### src/rtl/instr_fetch_unit.sv
// Fetch front end: PC, in-order imem requests, prefetch FIFO and decode handshake.
// Optional misaligned-redirect fault, enabled by defining FETCH_MISALIGN_CHECK_EN.
module instr_fetch_unit #(
  parameter logic [31:0] RESET_PC   = 32'h0000_0000,
  parameter int          FIFO_DEPTH = 2
) (
  input  logic        clk,
  input  logic        rst,
  output logic        imem_req_valid,
  input  logic        imem_req_ready,
  output logic [31:0] imem_req_addr,
  input  logic        imem_rsp_valid,
  input  logic [31:0] imem_rsp_data,
  input  logic        redirect_valid,
  input  logic [31:0] redirect_pc,
  output logic        if_valid,
  input  logic        if_ready,
  output logic [31:0] if_instr,
  output logic [31:0] if_pc,
  output logic        fetch_fault
);

  localparam int CW = $clog2(2 * FIFO_DEPTH + 1);
  localparam int PW = $clog2(FIFO_DEPTH);

`ifdef FETCH_MISALIGN_CHECK_EN
  typedef enum logic {RUN, FAULT} state_e;
`else
  typedef enum logic {RUN} state_e;
`endif

  state_e          state_q, state_d;
  logic [31:0]     pc_q, pc_d;
  logic [31:0]     rspPc_q, rspPc_d;
  logic [CW-1:0]   outstanding_q, outstanding_d;
  logic [CW-1:0]   dropCnt_q, dropCnt_d;
  logic [CW-1:0]   fifoCnt_q, fifoCnt_d;
  logic [PW-1:0]   wrPtr_q, wrPtr_d;
  logic [PW-1:0]   rdPtr_q, rdPtr_d;
  logic [31:0]     instrMem_q [FIFO_DEPTH];
  logic [31:0]     pcMem_q    [FIFO_DEPTH];

  logic            running;
  logic            accept;
  logic            dropRsp;
  logic            push;
  logic            pop;
  logic [CW:0]     committed;
  logic [31:0]     redirTarget;

`ifdef FETCH_MISALIGN_CHECK_EN
  logic            misaligned;
  assign misaligned  = (redirect_pc[1:0] != 2'b00);
  assign fetch_fault = (state_q == FAULT);
`else
  logic            unusedRedirLsbs;
  assign unusedRedirLsbs = ^redirect_pc[1:0];
  assign fetch_fault     = 1'b0;
`endif

  assign redirTarget = {redirect_pc[31:2], 2'b00};
  assign if_instr    = instrMem_q[rdPtr_q];
  assign if_pc       = pcMem_q[rdPtr_q];

  // Responses are in order, so the PC of the next kept response is tracked
  // with one running address instead of a queue of issued addresses.
  always_comb begin
    state_d        = state_q;
    pc_d           = pc_q;
    rspPc_d        = rspPc_q;
    running        = !rst && (state_q == RUN);
    if_valid       = running && !redirect_valid && (fifoCnt_q != '0);
    pop            = if_valid && if_ready;
    // The head leaving this cycle frees its slot, which keeps a 1-cycle
    // memory streaming at one instruction per cycle.
    committed      = {1'b0, outstanding_q} - {1'b0, dropCnt_q}
                   + {1'b0, fifoCnt_q} - (CW+1)'(pop);
    imem_req_valid = running && !redirect_valid
                   && (committed < (CW+1)'(FIFO_DEPTH))
                   && (outstanding_q < CW'(2 * FIFO_DEPTH));
    imem_req_addr  = pc_q;
    accept         = imem_req_valid && imem_req_ready;
    dropRsp        = imem_rsp_valid && (dropCnt_q != '0);
    push           = imem_rsp_valid && (dropCnt_q == '0) && !redirect_valid;

    outstanding_d  = outstanding_q + CW'(accept) - CW'(imem_rsp_valid);
    dropCnt_d      = dropCnt_q - CW'(dropRsp);
    fifoCnt_d      = fifoCnt_q + CW'(push) - CW'(pop);
    wrPtr_d        = wrPtr_q + PW'(push);
    rdPtr_d        = rdPtr_q + PW'(pop);

    if (accept)
      pc_d = pc_q + 32'd4;
    if (push)
      rspPc_d = rspPc_q + 32'd4;

    if (redirect_valid) begin
      pc_d      = redirTarget;
      rspPc_d   = redirTarget;
      dropCnt_d = outstanding_q - CW'(imem_rsp_valid);
      fifoCnt_d = '0;
      wrPtr_d   = '0;
      rdPtr_d   = '0;
`ifdef FETCH_MISALIGN_CHECK_EN
      state_d   = misaligned ? FAULT : RUN;
`endif
    end
  end

  // Control state and counters.
  always_ff @(posedge clk) begin
    if (rst) begin
      state_q       <= RUN;
      pc_q          <= RESET_PC;
      rspPc_q       <= RESET_PC;
      outstanding_q <= '0;
      dropCnt_q     <= '0;
      fifoCnt_q     <= '0;
      wrPtr_q       <= '0;
      rdPtr_q       <= '0;
    end else begin
      state_q       <= state_d;
      pc_q          <= pc_d;
      rspPc_q       <= rspPc_d;
      outstanding_q <= outstanding_d;
      dropCnt_q     <= dropCnt_d;
      fifoCnt_q     <= fifoCnt_d;
      wrPtr_q       <= wrPtr_d;
      rdPtr_q       <= rdPtr_d;
    end
  end

  // FIFO storage is cleared on reset so decode sees zero words until the first fill.
  always_ff @(posedge clk) begin
    if (rst) begin
      for (int i = 0; i < FIFO_DEPTH; i++) begin
        instrMem_q[i] <= '0;
        pcMem_q[i]    <= '0;
      end
    end else if (push) begin
      instrMem_q[wrPtr_q] <= imem_rsp_data;
      pcMem_q[wrPtr_q]    <= rspPc_q;
    end
  end

endmodule

### config.mk
export PLATFORM = sky130hd
export DESIGN_NAME = instr_fetch_unit
export DESIGN_NICKNAME = d
export VERILOG_FILES = /design/src/rtl/instr_fetch_unit.sv
export SDC_FILE = /design/constraint.sdc
export NUM_CORES = 1
export LEC_CHECK = 0
export CORE_MARGIN = 2
export CORE_UTILIZATION = 53
export CTS_CLUSTER_DIAMETER = 150
export DETAILED_ROUTE_END_ITERATION = 16
export PLACE_DENSITY = 0.8
export SYNTH_ARGS = -nofsm -noshare
export SYNTH_HDL_FRONTEND = slang
export SYNTH_SLANG_ARGS = --single-unit
### constraint.sdc
create_clock -name clk -period 6.37 [get_ports clk]
set_clock_uncertainty 0.2 [all_clocks]
set_input_delay 0.637 -clock clk [delete_from_list [all_inputs] [get_ports clk]]
set_output_delay 0.637 -clock clk [all_outputs]
set_load 0.01 [all_outputs]
; Word level (Yosys, flattened, before mapping)
; Memories as Yosys holds them, arrays and structs flattened. A register that Yosys moved wholly into a read port is not among the register bits.
; Cells that the tools add are included.
[op_classes]
add_sub_neg = 13
order_cmp = 2
mux = 18
n_reduce_logical = 19
[op_table]
columns = operator, n
row1 = $mux 32, 6
row2 = $add 32x3->32 const B, 2
row3 = $reduce_or 32->1, 2
row4 = $sub 3x1->3, 4
row5 = $mux 1, 11
row6 = $logic_and 1x1->1, 9
row7 = $add 3x1->3, 2
row8 = $reduce_bool 3->1, 2
row9 = $add 4x3->4, 1
row10 = $lt 4x2->1 const B, 1
row11 = $reduce_bool 2->1, 2
row12 = $sub 3x3->4, 1
row13 = $sub 4x1->4, 1
row14 = $logic_not 3->1, 1
row15 = $lt 3x3->1 const B, 1
row16 = $mux 3, 1
row17 = $add 1x1->1, 2
row18 = $logic_not 1->1, 2
row19 = $reduce_or 2->1, 1
[totals]
mem_count = 2
input_bits = 70
output_inout_bits = 99
register_bits = 75
ram_bits = 128
[memory_table]
columns = name, words, word_bits, read_ports, rd_clocked_by_memory_dff, write_ports, line_no
row1 = instrMem_q, 2, 32, 1, 1, 2, 40  ; logic [31:0] instrMem_q [FIFO_DEPTH];
row2 = pcMem_q, 2, 32, 1, 1, 2, 41  ; logic [31:0] pcMem_q [FIFO_DEPTH];

; Logic depth before layout (Yosys ltp)
; Gate-level depths: netlist of run 1.
[logic_depth]
ltp_word = 11
ltp_mapped = 22

; Least setup slack after synthesis of run 1
; OpenSTA, ideal clock, no wires.
[synth_timing]
path_kind = in2reg
startpoint = input redirect_valid
endpoint = register outstanding_q[2]
arrival_time_ns = 5.131
required_time_ns = 6.042
path_stages = 22
path_buffers = 4
setup_time_ns = 0.128
setup_slack_ns = 0.912
path_cell_list = clkbuf_1 > or2_2 > clkbuf_1 > nor2_1 > nand2_1 > fa_1 > inv_1 > fa_1 > nor2_1 > fa_1 > xor2_1 > and4b_1 > and3_1 > inv_2 > buf_2 > buf_2 > ha_1 > inv_1 > ha_1 > fa_1 > xnor2_1 > nor2_1
[synth_between]
elab_chain_len = 11
[synth_rtl]
columns = item, line_no
row1 = start: declaration, 14  ; input logic redirect_valid,
row2 = $logic_not 1->1, 72  ; if_valid = running && !redirect_valid && (fifoCnt_q != '0);
row3 = $logic_and 1x1->1 (2 in series), 72
row4 = named net if_valid, 16  ; output logic if_valid,
row5 = $logic_and 1x1->1, 73  ; pop = if_valid && if_ready;
row6 = $sub 4x1->4, 77  ; + {1'b0, fifoCnt_q} - (CW+1)'(pop);
row7 = $lt 4x2->1, 79  ; && (committed < (CW+1)'(FIFO_DEPTH))
row8 = $logic_and 1x1->1, 79
row9 = $logic_and 1x1->1, 80  ; && (outstanding_q < CW'(2 * FIFO_DEPTH));
row10 = $logic_and 1x1->1, 82  ; accept = imem_req_valid && imem_req_ready;
row11 = $add 3x1->3, 86  ; outstanding_d = outstanding_q + CW'(accept) - CW'(imem_rsp_valid);
row12 = $sub 3x1->3, 86
row13 = end signal: assignment, 125  ; outstanding_q <= outstanding_d;
row14 = end: declaration, 35  ; logic [CW-1:0] outstanding_q, outstanding_d;
; The timed path passes the listed nets, and every way through them passes these cells.
; A chain may end at the register's enable or synchronous reset.

; Worst setup path in the final report of run 1
[layout_timing]
startpoint = input redirect_valid
endpoint = output imem_req_valid
[layout_between]
elab_chain_len = 8
[layout_rtl]
columns = item, line_no
row1 = $logic_not 1->1 *, "72, 78"
row2 = $logic_and 1x1->1 *, "72, 78"
row3 = $logic_and 1x1->1, 72
row4 = $logic_and 1x1->1, 73
row5 = $sub 4x1->4, 77
row6 = $lt 4x2->1, 79
row7 = $logic_and 1x1->1 *, 79
row8 = $logic_and 1x1->1 *, 80
row9 = end: declaration, 9  ; output logic imem_req_valid,
; Every way passes the cells marked *; elsewhere a longest branch is shown, timed or not.

==> metrics.txt, run 1 <==
Pwr Total=0.00304 W; vias per inst=5.70; Synth Instances=839; PwrDens=256 nW/um^2; Period Utilization, post-route=0.833; clk_lat worst skew=0.43 ns; count of flip-flops with a built-in enable after synthesis=124; total core area=17400 um^2; Synth Flop Type=edfxtp_1; Placed Instances=1184; DRC=0; share of cells above drive strength 1=0.124; Worst Hold Class=register to register; Total Die Area=19000 um^2; Startpoint Class=input pin; filler instances=1341; count of different cell masters after synthesis=58; peak supply drop=0.209 mV; P_leak=4.35 nW; WL/cell=17.3 um; Avg Cell Area, Syn=11.3 um^2; Sink Count=195; fin crit period=5.31 ns; yosys warns=0; CP Cell Sequence=clkdlybuf4s50_1 -> or2_2 -> nor2_1 -> nand2_1 -> fa_1 -> inv_1 -> fa_1 -> inv_1 -> ha_1 -> and4b_1 -> o21ai_1 -> nand2_1 -> nor4b_1 -> clkdlybuf4s50_1; CTS resizes=0; Post-Layout Cell Count=1215; hpwl dp=14100 um; Worst-path clk slew=0.07 ns; WP buf/inv=4; post-synthesis sequential area ratio=0.542; grt ovf=0; switching share of power=0.248; Arr. time, crit path=4.47 ns; switching power=0.000754 W; Combinational Power Share=0.155; largest stage delay on the critical path=0.59 ns; CP max-delay cell=clkdlybuf4s50_1; Post-synth ARST share=0; all-layer global routing usage=0.229; Seq cells post-synth=195; Area growth syn-to-layout=24.9%; CP top delay family=simple AND/OR/NAND/NOR gates; Final Max Slew Viols=0; Num CTS Buffers=17; Fmax achieved=0.188 GHz; dominant cell type by area after synthesis=edfxtp_1; measured slew at the worst slew-check pin=1.01 ns; fin nets=1067; port buffer count=161; Final ANT Viol Nets=0; CTS Hold Bufs=0; worst hold slack=0.284 ns; status=finished, final reports clean; Register Area=5150 um^2; total iterations of the first detailed-routing run=5; Final setup viols=0; Fin Setup TNS=0 ns; max_slew headroom=0.324; Final WS setup=1.06 ns; first-pass GRT wire length=33600 um; P_int=0.00228 W; Post-synth top cells=and2_1 (132), edfxtp_1 (124), dfxtp_1 (71); DP Worst Slack=0.932 ns; CTS root buffer=clkbuf_16; Clock Power Share=0.353; Critical Path RT=5.53 ns; crit path kind=input pin to output port; mapped cell area=9500 um^2; crit end category=output port; Longest Clk Path Bufs=2; total vias in the final route=6931; RSZ-0062 raised after global routing=false; Die Y=138 um; Post-CTS Setup Bufs=0; Detailed Route WL=21100 um; Multi-input gate area=4080 um^2; std cell rows=48; Ports=169; Crit Path Max Fanout=11; Seq pwr share=0.492; antenna violations before repair=0; Chip Width=138 um; pin count of the biggest net entering global routing=71; CTS H-tree lvls=4; Inserted Diodes=0; GP Congestion=0.923; vias in the first global route=6783; final hold violations=0; Initial DRC Count=324; CTS tree=built; initial core utilization=0.545; Synth top area share=0.392; most common cell in the synthesized netlist=and2_1; number of max-cap violations=0; Synth area leaders=edfxtp_1 (39%), dfxtp_1 (15%), and2_1 (8.7%)
==> registers in the layout (all words and copies together), names as in the netlist <==
name / count
imem_req_addr: 30
rspPc_q: 30
fifoCnt_q: 3
dropCnt_q: 3
instrMem_q: 64
outstanding_q: 3
wrPtr_q: 1
rdPtr_q: 1
pcMem_q: 60
==> worst min-delay path: cells and delay by family (launching register included) <==
kind | cells | cell delay [ns]
compound gates | 1 | 0.06
flops | 1 | 0.32
simple gates | 1 | 0.06
==> path summary, 6_finish.rpt <==
path	to	startpoint	depth (start not counted)	slack (ns)
worst min register to register	wrPtr_q$_SDFF_PP0_	wrPtr_q$_SDFF_PP0_	2	0.28
worst min-delay path	wrPtr_q$_SDFF_PP0_	wrPtr_q$_SDFF_PP0_	2	0.28
worst max-delay path	imem_req_valid	redirect_valid	14	1.06
worst max register to register	outstanding_q[2]$_SDFF_PP0_	fifoCnt_q[1]$_SDFF_PP0_	18	1.96
==> power groups by stage <==
stage,logic (W),registers (W),clock network (W)
final,0.000470,0.00149,0.00107
after floorplan,0.000264,0.00151,0
after global placement,0.000462,0.00151,0
after CTS,0.000473,0.00149,0.00108
after detailed placement,0.000469,0.00152,0
after global routing,0.000519,0.00150,0.00113
==> final cells by class <==
cell class,count,share of cell area
Clock buffer,17,0.0359
Timing Repair Buffer,172,0.142
Multi-Input combinational cell,571,0.344
Tap cell,225,0.0237
Inverter,21,0.00665
Sequential cell,195,0.434
Clock inverter,14,0.0138
==> cell usage in the layout (no fill, tap or decap), types with 4 or more instances in the layout <==
cell and instances:
a211oi_1 21, a21o_1 6, a21oi_1 11, a31oi_1 20
a32oi_1 4, and2_1 132, and3_1 9, and4_1 4
buf_4 11, clkbuf_16 17, clkdlybuf4s50_1 160, clkinv_4 4
conb_1 5, dfxtp_1 70, edfxtp_1 124, fa_1 7
ha_1 12, inv_1 19, mux2_2 62, nand2_1 53
nand3_1 35, nand4_1 21, nor2_1 39, nor3_1 8
o211ai_1 5, o21ai_0 8, o311ai_0 9, or3_1 12
or4_1 7, xnor2_1 13, xor2_1 24
==> per-layer routing <==
| layer | wire length, um | track usage |
|---|---|---|
| met1 | 9630 | 0.326 |
| met3 | 1800 | 0.0461 |
| met5 | 0 | 0 |
| met4 | 367 | 0.0805 |
| met2 | 9270 | 0.349 |
==> cell families after synthesis <==
group,synth area share
mux,0.0735
fa+ha+maj,0.0306
buf+inv,0.0335
compound gates,0.0760
other cells,0.000395
xor+xnor,0.0341
flops,0.542
simple gates,0.210
==> through the flow <==
step	area [um^2]	utilization
final	11900	0.681
after global routing	11900	0.681
after CTS	11900	0.681
after detailed placement	11300	0.647
after global placement	11300	0.647
after floorplan	9510	-
No activity file was read; power rests on OpenSTA's default activity.
==> run 2, diff against run 1 <==
Settings changed: CORE_UTILIZATION 53 to 48, PLACE_DENSITY 0.8 to 0.77.
Clock period 6.37 ns to 4.6 ns, I/O delays scaled along.
==> run 2 against run 1 <==
Compared with the run above:
- core utilization down 6.0 points
- first-iteration DRC count increased by 34%
- critical path depth increased by 4
- worst hold slack improved by 0.0046 ns
- routed wire length grew 2.1%
- worst setup slack lost 0.88 ns
- via count decreased by 0.20%
- die area increased by 10%
- clock power grew 38%
- largest power group unchanged
==> metrics.txt, run 2 (synthesis results as in run 1) <==
worst reg2reg path depth=17 (-1); first-pass GRT wire length=33800 um (+0.66%); final hold violations=0 (unchanged); all-layer global routing usage=0.208 (-0.0205); Final Max Slew Viols=0 (unchanged); DP Worst Slack=-0.251 ns (-1.18 ns); commonest cells after routing, fill and taps aside=clkdlybuf4s50_1 (159), and2_1 (132), edfxtp_1 (124), dfxtp_1 (70), mux2_2 (62); reg2reg setup slack=0.30 ns (-1.66 ns); Startpoint Class=input pin; Sink Count=195 (unchanged); measured slew at the worst slew-check pin=0.923 ns (-0.0855 ns); Total Die Area=20900 um^2 (+10%); Longest Clk Path Bufs=2 (unchanged); dpl cell area=11500 um^2 (+1.9%); Crit Path Max Fanout=2 (-9); number of max-cap violations=0 (unchanged); Detailed Route WL=21500 um (+2.1%); Arr. time, crit path=4.58 ns (+0.11 ns); Inserted Diodes=0 (unchanged); share of cells above drive strength 1=0.147 (+0.0225); vias in the first global route=6655 (-1.9%); port buffer count=161 (unchanged); crit end category=register; max_slew headroom=0.384 (+0.0601); Fmax achieved=0.227 GHz; PwrDens=350 nW/um^2 (+37%); Critical Path RT=4.77 ns (-0.76 ns); Chip Width=145 um (+4.9%); Period Utilization, post-route=0.959; RSZ-0062 raised after global routing=false; Ports=169 (unchanged); total vias in the final route=6917 (-0.20%); P_leak=4.42 nW (+1.7%); CTS Hold Bufs=0 (unchanged); grt ovf=0 (unchanged); DRC=0 (unchanged); RR Startpoint=fifoCnt_q[1]$_SDFF_PP0_; peak supply drop=0.233 mV (+11%); Final WS setup=0.188 ns (-0.877 ns); worst hold slack=0.289 ns (+0.00459 ns); CTS H-tree lvls=4 (unchanged); Hold EP=wrPtr_q$_SDFF_PP0_; Worst Hold Class=register to register; fin nets=1078 (+1.0%); largest registers=instrMem_q x64, pcMem_q x60; hold_sp=wrPtr_q$_SDFF_PP0_; CTS root buffer=clkbuf_16; RR Endpoint=outstanding_q[1]$_SDFF_PP0_; Initial DRC Count=435 (+34%); Post-CTS Setup Bufs=0 (unchanged); Num CTS Buffers=17 (unchanged); Final Instance Area=12100 um^2 (+1.8%); commonest non-fill, non-tap cell in the layout=clkdlybuf4s50_1; total iterations of the first detailed-routing run=5 (unchanged); std cell rows=51 (+6.3%); Min-Delay Path Depth=2 (unchanged); GP Congestion=0.902 (-2.2%); CTS tree=built; Worst-path clk slew=0.07 ns (about the same); crit path kind=input pin to register; pin count of the biggest net entering global routing=71 (unchanged); max FFs per register=64 (unchanged); CTS resizes=1 (+1); clk_lat worst skew=0.43 ns (about the same); Die Y=145 um (+4.9%); Final ANT Viol Nets=0 (unchanged); Area growth syn-to-layout=27.2%; total core area=19500 um^2 (+12%); fin crit period=4.41 ns; Top reg by flops=instrMem_q; hpwl dp=14200 um (+1.1%); WL/cell=17.0 um (-2.1%); status=finished, final reports clean; initial core utilization=0.488 (-0.0573); antenna violations before repair=0 (unchanged); Final setup viols=0 (unchanged); vias per inst=5.46 (-4.3%)
==> run 2: cell types whose count changed in the layout (fill, tap and decap cells not counted), moves of 3 or more <==
cell       delta
buf_4         +9
inv_6         +4
bufinv_16     -3
clkbuf_8      +3
inv_4         +3
==> run 2: critical path, cell delays in order <==
cell             delay (ns)
clkdlybuf4s50_1        0.41
or2_4                  0.26
nor2_4                 0.10
nand2_2                0.07
fa_1                   0.49
inv_1                  0.05
fa_1                   0.49
nor2_2                 0.13
fa_2                   0.44
nor2_1                 0.13
and4b_1                0.24
and3_4                 0.21
inv_4                  0.04
ha_4                   0.25
inv_2                  0.04
ha_4                   0.14
fa_2                   0.51
nor2b_1                0.11
==> run 2: worst max path at each step <==
stage | startpoint | to | depth (start not counted) | slack, ns
2_1_floorplan | redirect_valid | outstanding_q[1]$_SDFF_PP0_ | 21 | -0.28
3_3_place_gp | redirect_valid | outstanding_q[1]$_SDFF_PP0_ | 18 | -0.21
3_5_place_dp | redirect_valid | outstanding_q[1]$_SDFF_PP0_ | 18 | -0.25
4_1_cts | redirect_valid | outstanding_q[1]$_SDFF_PP0_ | 18 | 0.19
5_1_grt | redirect_valid | outstanding_q[1]$_SDFF_PP0_ | 18 | 0.03
6_report | redirect_valid | outstanding_q[1]$_SDFF_PP0_ | 18 | 0.19
==> run 2: area by class of cell <==
type / count / area, um^2
Timing Repair Buffer: 183 / 1800
Clock buffer: 22 / 517
Inverter: 21 / 81.3
Fill cell: 1554 / 7390
Clock inverter: 10 / 78.8
Sequential cell: 195 / 5150
Tap cell: 265 / 332
Multi-Input combinational cell: 571 / 4130
==> run 2: stage by stage <==
step	utilization	TNS, ns	cells	total power, W
after global routing	0.621	0	1267	0.00441
after floorplan	-	-0.509	843	0.00247
after detailed placement	0.590	-1.74	1235	0.00279
after global placement	0.590	-0.984	1235	0.00277
final	0.621	0	1267	0.00423
after CTS	0.621	0	1267	0.00426
==> run 2: report_power, final <==
| group | internal [W] | switching (W) | total (W) |
|---|---|---|---|
| clock | 0.000812 | 0.000665 | 0.00148 |
| combinational | 0.000353 | 0.000331 | 0.000684 |
| sequential | 0.00198 | 0.0000909 | 0.00207 |
==> run 2: per-layer routing <==
metal	GRT usage	routed length [um]	up-vias
li1	-	-	3334
met1	0.291	9670	3276
met2	0.329	9670	289
met3	0.0428	1910	18
met4	0.0644	247	0
met5	0	0	-
